**config.mk**
```make
export PLATFORM = sky130hd
export DESIGN_NAME = pipe_front_regs_flat
export DESIGN_NICKNAME = d
export VERILOG_FILES = /design/src/rtl/pipe_front_regs_pkg.sv /design/src/rtl/pipe_front_regs_if.sv /design/src/rtl/pipe_front_regs_sat_counter16.sv /design/src/rtl/pipe_front_regs.sv /design/src/flat_wrapper.sv
export SDC_FILE = /design/constraint.sdc
export NUM_CORES = 1
export LEC_CHECK = 0
export CORE_ASPECT_RATIO = 1.4
export CORE_MARGIN = 8
export CORE_UTILIZATION = 42
export CTS_CLUSTER_SIZE = 28
export DETAILED_ROUTE_END_ITERATION = 8
export GPL_ROUTABILITY_DRIVEN = 0
export PLACE_DENSITY = 0.8
export SLEW_MARGIN = 0
export SYNTH_ARGS = -nofsm -noshare
export SYNTH_HDL_FRONTEND = slang
export SYNTH_SLANG_ARGS = --single-unit
```
**constraint.sdc**
```tcl
create_clock -name clk -period 2.1 [get_ports clk]
set_input_delay 0.525 -clock clk [delete_from_list [all_inputs] [get_ports clk]]
set_output_delay 0.525 -clock clk [all_outputs]
set_load 0.005 [all_outputs]
```
**src/rtl/pipe_front_regs_pkg.sv**
```systemverilog
// Shared CPU front-end constants and the packed ID/EX control bundle.
package pipe_front_regs_pkg;

  localparam int DATA_W   = 16;
  localparam int REG_AW   = 4;
  localparam int ALU_OP_W = 4;

  localparam logic [DATA_W-1:0] NOP_INSTR = 16'h0000;
  localparam logic [DATA_W-1:0] RESET_PC  = 16'h0000;

  typedef struct packed {
    logic                mem_read;
    logic                mem_write;
    logic                reg_write;
    logic                branch;
    logic [ALU_OP_W-1:0] alu_op;
  } idex_ctrl_t;

endpackage

```
**src/rtl/pipe_front_regs_if.sv**
```systemverilog
// Bundle between fetch/decode/hazard logic and the front-end pipeline registers.
interface pipe_front_regs_if;
  import pipe_front_regs_pkg::*;

  logic [DATA_W-1:0]   imem_instr;
  logic                pc_write;
  logic                ifid_write;
  logic                idex_flush;
  logic                ex_redirect;
  logic [DATA_W-1:0]   ex_target;
  logic [REG_AW-1:0]   id_rs1;
  logic [REG_AW-1:0]   id_rs2;
  logic [REG_AW-1:0]   id_rd;
  logic [DATA_W-1:0]   id_imm;
  logic [ALU_OP_W-1:0] id_alu_op;
  logic                id_mem_read;
  logic                id_mem_write;
  logic                id_reg_write;
  logic                id_branch;

  logic [DATA_W-1:0]   pc;
  logic [DATA_W-1:0]   ifid_instr;
  logic [DATA_W-1:0]   ifid_pc;
  logic                ifid_valid;
  logic [REG_AW-1:0]   ifid_rs1;
  logic [REG_AW-1:0]   ifid_rs2;
  logic [REG_AW-1:0]   idex_rs1;
  logic [REG_AW-1:0]   idex_rs2;
  logic [REG_AW-1:0]   idex_rd;
  logic [DATA_W-1:0]   idex_imm;
  logic [DATA_W-1:0]   idex_pc;
  logic [ALU_OP_W-1:0] idex_alu_op;
  logic                idex_mem_read;
  logic                idex_mem_write;
  logic                idex_reg_write;
  logic                idex_branch;
  logic                idex_valid;
  logic [15:0]         stall_cnt;
  logic [15:0]         flush_cnt;

  modport master (
    output imem_instr, pc_write, ifid_write, idex_flush, ex_redirect, ex_target,
           id_rs1, id_rs2, id_rd, id_imm, id_alu_op,
           id_mem_read, id_mem_write, id_reg_write, id_branch,
    input  pc, ifid_instr, ifid_pc, ifid_valid, ifid_rs1, ifid_rs2,
           idex_rs1, idex_rs2, idex_rd, idex_imm, idex_pc, idex_alu_op,
           idex_mem_read, idex_mem_write, idex_reg_write, idex_branch, idex_valid,
           stall_cnt, flush_cnt
  );

  modport slave (
    input  imem_instr, pc_write, ifid_write, idex_flush, ex_redirect, ex_target,
           id_rs1, id_rs2, id_rd, id_imm, id_alu_op,
           id_mem_read, id_mem_write, id_reg_write, id_branch,
    output pc, ifid_instr, ifid_pc, ifid_valid, ifid_rs1, ifid_rs2,
           idex_rs1, idex_rs2, idex_rd, idex_imm, idex_pc, idex_alu_op,
           idex_mem_read, idex_mem_write, idex_reg_write, idex_branch, idex_valid,
           stall_cnt, flush_cnt
  );

endinterface

```
**src/rtl/pipe_front_regs_sat_counter16.sv**
```systemverilog
// 16-bit event counter that sticks at all-ones instead of wrapping.
module sat_counter16 (
  input  logic        clk,
  input  logic        rst_n,
  input  logic        en,
  output logic [15:0] count
);

  // Count enabled events, holding once the maximum is reached.
  always_ff @(posedge clk) begin
    if (!rst_n)
      count <= 16'h0000;
    else if (en && (count != 16'hFFFF))
      count <= count + 16'h0001;
  end

endmodule

```
**src/rtl/pipe_front_regs.sv**
```systemverilog
// PC, IF/ID and ID/EX registers with stall, flush and redirect handling.
module pipe_front_regs
  import pipe_front_regs_pkg::*;
#(
  parameter logic [DATA_W-1:0] RESET_PC_P = RESET_PC,
  parameter logic [DATA_W-1:0] PC_INC     = 16'd1
) (
  input  logic               clk,
  input  logic               rst_n,
  pipe_front_regs_if.slave   bus
);

  logic [DATA_W-1:0] pc_q;
  logic [DATA_W-1:0] ifid_instr_q;
  logic [DATA_W-1:0] ifid_pc_q;
  logic              ifid_valid_q;
  logic [REG_AW-1:0] idex_rs1_q;
  logic [REG_AW-1:0] idex_rs2_q;
  logic [REG_AW-1:0] idex_rd_q;
  logic [DATA_W-1:0] idex_imm_q;
  logic [DATA_W-1:0] idex_pc_q;
  logic              idex_valid_q;
  idex_ctrl_t        idex_ctrl_q;
  idex_ctrl_t        id_ctrl;
  logic              idex_bubble;
  logic [15:0]       stall_cnt;
  logic [15:0]       flush_cnt;

  assign idex_bubble = bus.ex_redirect | bus.idex_flush;

  // Fetch PC: a resolved redirect beats a normal advance.
  always_ff @(posedge clk) begin
    if (!rst_n)
      pc_q <= RESET_PC_P;
    else if (bus.ex_redirect)
      pc_q <= bus.ex_target;
    else if (bus.pc_write)
      pc_q <= pc_q + PC_INC;
  end

  // IF/ID: a redirect squashes the fetched instruction even while stalled.
  always_ff @(posedge clk) begin
    if (!rst_n || bus.ex_redirect) begin
      ifid_instr_q <= NOP_INSTR;
      ifid_pc_q    <= '0;
      ifid_valid_q <= 1'b0;
    end else if (bus.ifid_write) begin
      ifid_instr_q <= bus.imem_instr;
      ifid_pc_q    <= pc_q;
      ifid_valid_q <= 1'b1;
    end
  end

  // Decoded controls are only meaningful for a real instruction in IF/ID.
  always_comb begin
    id_ctrl = '0;
    if (ifid_valid_q) begin
      id_ctrl.mem_read  = bus.id_mem_read;
      id_ctrl.mem_write = bus.id_mem_write;
      id_ctrl.reg_write = bus.id_reg_write;
      id_ctrl.branch    = bus.id_branch;
      id_ctrl.alu_op    = bus.id_alu_op;
    end
  end

  // ID/EX: load a bubble on redirect or hazard flush, otherwise the decode.
  always_ff @(posedge clk) begin
    if (!rst_n || idex_bubble) begin
      idex_rs1_q   <= '0;
      idex_rs2_q   <= '0;
      idex_rd_q    <= '0;
      idex_imm_q   <= '0;
      idex_pc_q    <= '0;
      idex_valid_q <= 1'b0;
      idex_ctrl_q  <= '0;
    end else begin
      idex_rs1_q   <= bus.id_rs1;
      idex_rs2_q   <= bus.id_rs2;
      idex_rd_q    <= bus.id_rd;
      idex_imm_q   <= bus.id_imm;
      idex_pc_q    <= ifid_pc_q;
      idex_valid_q <= ifid_valid_q;
      idex_ctrl_q  <= id_ctrl;
    end
  end

  // A stall discarded by a coincident redirect is not counted as a stall.
  sat_counter16 u_stall_cnt (
    .clk   (clk),
    .rst_n (rst_n),
    .en    (bus.idex_flush & ~bus.ex_redirect),
    .count (stall_cnt)
  );

  sat_counter16 u_flush_cnt (
    .clk   (clk),
    .rst_n (rst_n),
    .en    (bus.ex_redirect),
    .count (flush_cnt)
  );

  assign bus.pc             = pc_q;
  assign bus.ifid_instr     = ifid_instr_q;
  assign bus.ifid_pc        = ifid_pc_q;
  assign bus.ifid_valid     = ifid_valid_q;
  assign bus.ifid_rs1       = ifid_valid_q ? bus.id_rs1 : '0;
  assign bus.ifid_rs2       = ifid_valid_q ? bus.id_rs2 : '0;
  assign bus.idex_rs1       = idex_rs1_q;
  assign bus.idex_rs2       = idex_rs2_q;
  assign bus.idex_rd        = idex_rd_q;
  assign bus.idex_imm       = idex_imm_q;
  assign bus.idex_pc        = idex_pc_q;
  assign bus.idex_alu_op    = idex_ctrl_q.alu_op;
  assign bus.idex_mem_read  = idex_ctrl_q.mem_read;
  assign bus.idex_mem_write = idex_ctrl_q.mem_write;
  assign bus.idex_reg_write = idex_ctrl_q.reg_write;
  assign bus.idex_branch    = idex_ctrl_q.branch;
  assign bus.idex_valid     = idex_valid_q;
  assign bus.stall_cnt      = stall_cnt;
  assign bus.flush_cnt      = flush_cnt;

endmodule

```
**src/flat_wrapper.sv**
```systemverilog
// flat-port wrapper written by rule: the top's interface ports become plain ports
module pipe_front_regs_flat import pipe_front_regs_pkg::*;
#(
  parameter logic [DATA_W-1:0] RESET_PC_P = RESET_PC,
  parameter logic [DATA_W-1:0] PC_INC     = 16'd1
)
  (clk, rst_n, bus_imem_instr, bus_pc_write, bus_ifid_write, bus_idex_flush, bus_ex_redirect, bus_ex_target, bus_id_rs1, bus_id_rs2, bus_id_rd, bus_id_imm, bus_id_alu_op, bus_id_mem_read, bus_id_mem_write, bus_id_reg_write, bus_id_branch, bus_pc, bus_ifid_instr, bus_ifid_pc, bus_ifid_valid, bus_ifid_rs1, bus_ifid_rs2, bus_idex_rs1, bus_idex_rs2, bus_idex_rd, bus_idex_imm, bus_idex_pc, bus_idex_alu_op, bus_idex_mem_read, bus_idex_mem_write, bus_idex_reg_write, bus_idex_branch, bus_idex_valid, bus_stall_cnt, bus_flush_cnt);
  pipe_front_regs_if bus_i ();
  input  logic clk;
  input  logic rst_n;
  input wire logic [$bits(bus_i.imem_instr)-1:0] bus_imem_instr;
  input wire logic [$bits(bus_i.pc_write)-1:0] bus_pc_write;
  input wire logic [$bits(bus_i.ifid_write)-1:0] bus_ifid_write;
  input wire logic [$bits(bus_i.idex_flush)-1:0] bus_idex_flush;
  input wire logic [$bits(bus_i.ex_redirect)-1:0] bus_ex_redirect;
  input wire logic [$bits(bus_i.ex_target)-1:0] bus_ex_target;
  input wire logic [$bits(bus_i.id_rs1)-1:0] bus_id_rs1;
  input wire logic [$bits(bus_i.id_rs2)-1:0] bus_id_rs2;
  input wire logic [$bits(bus_i.id_rd)-1:0] bus_id_rd;
  input wire logic [$bits(bus_i.id_imm)-1:0] bus_id_imm;
  input wire logic [$bits(bus_i.id_alu_op)-1:0] bus_id_alu_op;
  input wire logic [$bits(bus_i.id_mem_read)-1:0] bus_id_mem_read;
  input wire logic [$bits(bus_i.id_mem_write)-1:0] bus_id_mem_write;
  input wire logic [$bits(bus_i.id_reg_write)-1:0] bus_id_reg_write;
  input wire logic [$bits(bus_i.id_branch)-1:0] bus_id_branch;
  output wire logic [$bits(bus_i.pc)-1:0] bus_pc;
  output wire logic [$bits(bus_i.ifid_instr)-1:0] bus_ifid_instr;
  output wire logic [$bits(bus_i.ifid_pc)-1:0] bus_ifid_pc;
  output wire logic [$bits(bus_i.ifid_valid)-1:0] bus_ifid_valid;
  output wire logic [$bits(bus_i.ifid_rs1)-1:0] bus_ifid_rs1;
  output wire logic [$bits(bus_i.ifid_rs2)-1:0] bus_ifid_rs2;
  output wire logic [$bits(bus_i.idex_rs1)-1:0] bus_idex_rs1;
  output wire logic [$bits(bus_i.idex_rs2)-1:0] bus_idex_rs2;
  output wire logic [$bits(bus_i.idex_rd)-1:0] bus_idex_rd;
  output wire logic [$bits(bus_i.idex_imm)-1:0] bus_idex_imm;
  output wire logic [$bits(bus_i.idex_pc)-1:0] bus_idex_pc;
  output wire logic [$bits(bus_i.idex_alu_op)-1:0] bus_idex_alu_op;
  output wire logic [$bits(bus_i.idex_mem_read)-1:0] bus_idex_mem_read;
  output wire logic [$bits(bus_i.idex_mem_write)-1:0] bus_idex_mem_write;
  output wire logic [$bits(bus_i.idex_reg_write)-1:0] bus_idex_reg_write;
  output wire logic [$bits(bus_i.idex_branch)-1:0] bus_idex_branch;
  output wire logic [$bits(bus_i.idex_valid)-1:0] bus_idex_valid;
  output wire logic [$bits(bus_i.stall_cnt)-1:0] bus_stall_cnt;
  output wire logic [$bits(bus_i.flush_cnt)-1:0] bus_flush_cnt;
  assign bus_i.imem_instr = bus_imem_instr;
  assign bus_i.pc_write = bus_pc_write;
  assign bus_i.ifid_write = bus_ifid_write;
  assign bus_i.idex_flush = bus_idex_flush;
  assign bus_i.ex_redirect = bus_ex_redirect;
  assign bus_i.ex_target = bus_ex_target;
  assign bus_i.id_rs1 = bus_id_rs1;
  assign bus_i.id_rs2 = bus_id_rs2;
  assign bus_i.id_rd = bus_id_rd;
  assign bus_i.id_imm = bus_id_imm;
  assign bus_i.id_alu_op = bus_id_alu_op;
  assign bus_i.id_mem_read = bus_id_mem_read;
  assign bus_i.id_mem_write = bus_id_mem_write;
  assign bus_i.id_reg_write = bus_id_reg_write;
  assign bus_i.id_branch = bus_id_branch;
  assign bus_pc = bus_i.pc;
  assign bus_ifid_instr = bus_i.ifid_instr;
  assign bus_ifid_pc = bus_i.ifid_pc;
  assign bus_ifid_valid = bus_i.ifid_valid;
  assign bus_ifid_rs1 = bus_i.ifid_rs1;
  assign bus_ifid_rs2 = bus_i.ifid_rs2;
  assign bus_idex_rs1 = bus_i.idex_rs1;
  assign bus_idex_rs2 = bus_i.idex_rs2;
  assign bus_idex_rd = bus_i.idex_rd;
  assign bus_idex_imm = bus_i.idex_imm;
  assign bus_idex_pc = bus_i.idex_pc;
  assign bus_idex_alu_op = bus_i.idex_alu_op;
  assign bus_idex_mem_read = bus_i.idex_mem_read;
  assign bus_idex_mem_write = bus_i.idex_mem_write;
  assign bus_idex_reg_write = bus_i.idex_reg_write;
  assign bus_idex_branch = bus_i.idex_branch;
  assign bus_idex_valid = bus_i.idex_valid;
  assign bus_stall_cnt = bus_i.stall_cnt;
  assign bus_flush_cnt = bus_i.flush_cnt;
  pipe_front_regs #(.RESET_PC_P(RESET_PC_P), .PC_INC(PC_INC)) u_core (.clk(clk), .rst_n(rst_n), .bus(bus_i));
endmodule
```
==> flow_summary.ini <==
[synth]
ys_ff_latch = 134
synthesis.area_sq_um = 5030
synth-simple-area-share = 0.239
synth_edf_count = 0
yosysTopAreaCell = dfxtp_1
synth_fa_ha_area_frac = 0.00746
ys_top_cells_by_area = dfxtp_1 (53%), mux2i_1 (8.0%), and2_1 (6.7%)
synth_top_area_share = 0.533
synthCells = 521
synth-async-reset-ratio = 0
ys.flop_type = dfxtp_1
synth_top_family_by_area = simple AND/OR/NAND/NOR gates
synth_cell_type_count = 41
synth_xor_area_frac = 0.0261
muxShareOfSynthArea = 0.0796
ys.warnings.count = 0
syn_nets = 598
synth_compound_area_frac = 0.0865
syn_avg_cell_area_sq_um = 9.66
yosysSeqAreaShare = 0.533

[detailed_routing]
drcViolationCount = 0
viasPerCell = 5.22
wirelength_mm = 16.9
avgRoutedWirePerCell_microns = 18.4
first_iter_violations = 133
first_pass_iters = 4
ant_nets = 0
vias = 4786

[clock_tree]
clk_pin_slew_ps = 60
clk_latency_ps = 410
root_buffer = clkbuf_16
cts_hold_buf = 0
cts_tree = built
htreeDepth = 4
clock_sinks = 134
cts_made_buffers = 17
cts_max_path_buffers = 2

[setup_path]
cp_top_family = buffers and inverters
crit_end = bus_pc[7]
end_kind = output port
cp_slowest_cell = clkdlybuf4s50_1
worst-path-max-fanout = 7
arrival_ps = 1470
crit_cells = 1
criticalPathCategory = flop to output port
cp_num_buf_inv = 1
rr_worst_depth = 5
critPathMaxStageDelay_ps = 590
reg2reg_setup_slack_ps = 240
worstReg2RegEnd = u_core.u_flush_cnt.count[6]$_SDFFE_PN0P_
crit_path_start_kind = flop
crit_start = u_core.bus.pc[7]$_SDFFE_PN0P_
worstPathRequired_ps = 1570
crit_chain = clkdlybuf4s50_1
r2r-start = u_core.u_flush_cnt.count[1]$_SDFFE_PN0P_

[die]
dieWidth_microns = 109
core_sq_um = 11800
start_util = 0.428
rows = 47
die_area_sq_um = 15800
io_pins = 216
die_y_microns = 146

[timing]
max_slew.worst_pin.slew_ps = 605
finalHoldViolCount = 0
clock-skew-final_ps = 10.1
maxSlewViolCount = 0
period_share = 0.952
finalSetupViolations = 0
setup_ws_ps = 101
maxSlewHeadroom = 0.593
min_period_ps = 2000
fmax_mhz = 500
rsz0062_at_grt = no

[place]
io_buffers = 215
dpl_worst_slack_ps = -256
hpwl_mm = 12.6

[global_routing]
grt_max_degree = 54
grt_util_met2 = 0.383
antenna_found_initial = 0
gr-usage-met3 = 0.0754
grt_pass1_vias = 4957
grt_util_met1 = 0.201
grt_pass1_wl_mm = 26.0
grt_use_total = 0.208
grt_overflow = 0
grt.busiest_layer = met2

[power_and_ir_drop]
vdd_drop_max_uv = 530
power.density_nw_per_um2 = 778
p_leak_nw = 3.10

[status]
status = complete, no violations

[layout]
antenna_cells = 0
nNetsFinal = 834
drive_gt1_frac = 0.0935
final.fill_count = 881
syn_to_final_growth_pct = 61.3
finalCoreUtilization = 0.690

[min_path]
hold_class = flop to flop
hold_start = u_core.bus.ifid_pc[12]$_SDFFE_PP0P_

[job]
cap_viol_max_count = 0
how the worst min path moves through the flow:
| stage | slack, ps | endpoint | depth (start not counted) |
|---|---|---|---|
| global placement | 470 | u_core.bus.idex_pc[2]$_SDFF_PP0_ | 1 |
| finish | 470 | u_core.bus.idex_pc[12]$_SDFF_PP0_ | 1 |
| CTS | 480 | u_core.bus.idex_pc[12]$_SDFF_PP0_ | 1 |
| global route | 490 | u_core.bus.idex_pc[10]$_SDFF_PP0_ | 1 |
| floorplan | 470 | u_core.u_flush_cnt.count[11]$_SDFFE_PN0P_ | 2 |
| detailed placement | 470 | u_core.bus.idex_pc[12]$_SDFF_PP0_ | 1 |
cell usage after synthesis, drive strengths merged, types with 6 or more instances:
cell type and n:
nand3 17, nor3 11, o21ai 22, and3 12
clkbuf 21, nor2 51, a21oi 32, nor4 10
dfxtp 134, nand2 22, xnor2 11, nand4 13
or3 9, mux2i 40, or4 6, inv 7
buf 7, and2 54
repair_timing:
| action | 4_1_cts | 5_1_grt |
|---|---|---|
| endpoints found under the hold margin | 0 | 0 |
| setup endpoints to repair | 8 | 0 |
| resized for setup | 9 | 0 |
| buffers inserted | 0 | 0 |
where the power goes:
group	switching [mW]	internal, mW
logic	0.196	0.321
registers	0.0580	2.60
clock network	1.20	1.94
final cells by class:
class,count,area [sq um],area share
Tap cell,147,184,0.0227
Multi-Input combinational cell,352,2210,0.272
Clock buffer,18,439,0.0541
Clock inverter,14,188,0.0231
Inverter,7,26.3,0.00324
Sequential cell,134,2680,0.331
Timing Repair Buffer,245,2390,0.294
registers in the layout, indices dropped and copies added, names as in the netlist, 4 cells and up:
| register | cells |
|---|---|
| u_core.bus.idex_rd | 4 |
| u_core.bus.ifid_pc | 16 |
| u_core.bus.idex_rs1 | 4 |
| u_core.bus.idex_imm | 16 |
| u_core.bus.idex_pc | 16 |
| u_core.bus.pc | 16 |
| u_core.bus.ifid_instr | 16 |
| u_core.u_stall_cnt.count | 16 |
| u_core.u_flush_cnt.count | 16 |
| u_core.bus.idex_rs2 | 4 |
| u_core.bus.idex_alu_op | 4 |
per-layer routing:
metal	part of all wire	vias up
met5	0	-
li1	-	2298
met3	0.097	30
met4	0.024	0
met2	0.52	206
met1	0.36	2252
cells in the final DEF (no fill, tap or decap), drive strengths merged, types with 3 or more instances in the layout:
master	instances
nor2	51
or2	3
mux2i	40
buf	31
nand2b	5
and3	12
o21ai	22
xnor2	11
clkbuf	18
nor3	11
o41ai	5
or3	9
nor4	10
dlygate4sd2	8
bufinv	3
inv	14
a21oi	32
a211oi	3
nand3	17
o31ai	5
clkinvlp	3
or4	6
clkdlybuf4s50	206
nand2	22
ha	3
nand4	13
a31oi	3
and2	54
xor2	4
dfxtp	134
per-stage QoR:
| stage | std cells | setup TNS, ps | power [mW] | hold WS [ps] | cell area (sq um) |
|---|---|---|---|---|---|
| global placement | 885 | -1370 | 3.22 | 468 | 7500 |
| floorplan | 521 | 0 | 2.88 | 475 | 5030 |
| global route | 917 | 0 | 6.52 | 489 | 8120 |
| finish | 917 | 0 | 6.32 | 470 | 8120 |
| CTS | 917 | 0 | 6.38 | 478 | 8120 |
| detailed placement | 885 | -2730 | 3.24 | 466 | 7500 |
cells by family after synthesis:
group                    Yosys count
buffers and inverters             35
multiplexers                      40
flip-flops                       134
adder cells (fa/ha/maj)            3
AND/OR/NAND/NOR                  220
XOR/XNOR                          15
AO/OA/AOI/OAI                     74
(Power assumes the default switching activity.)
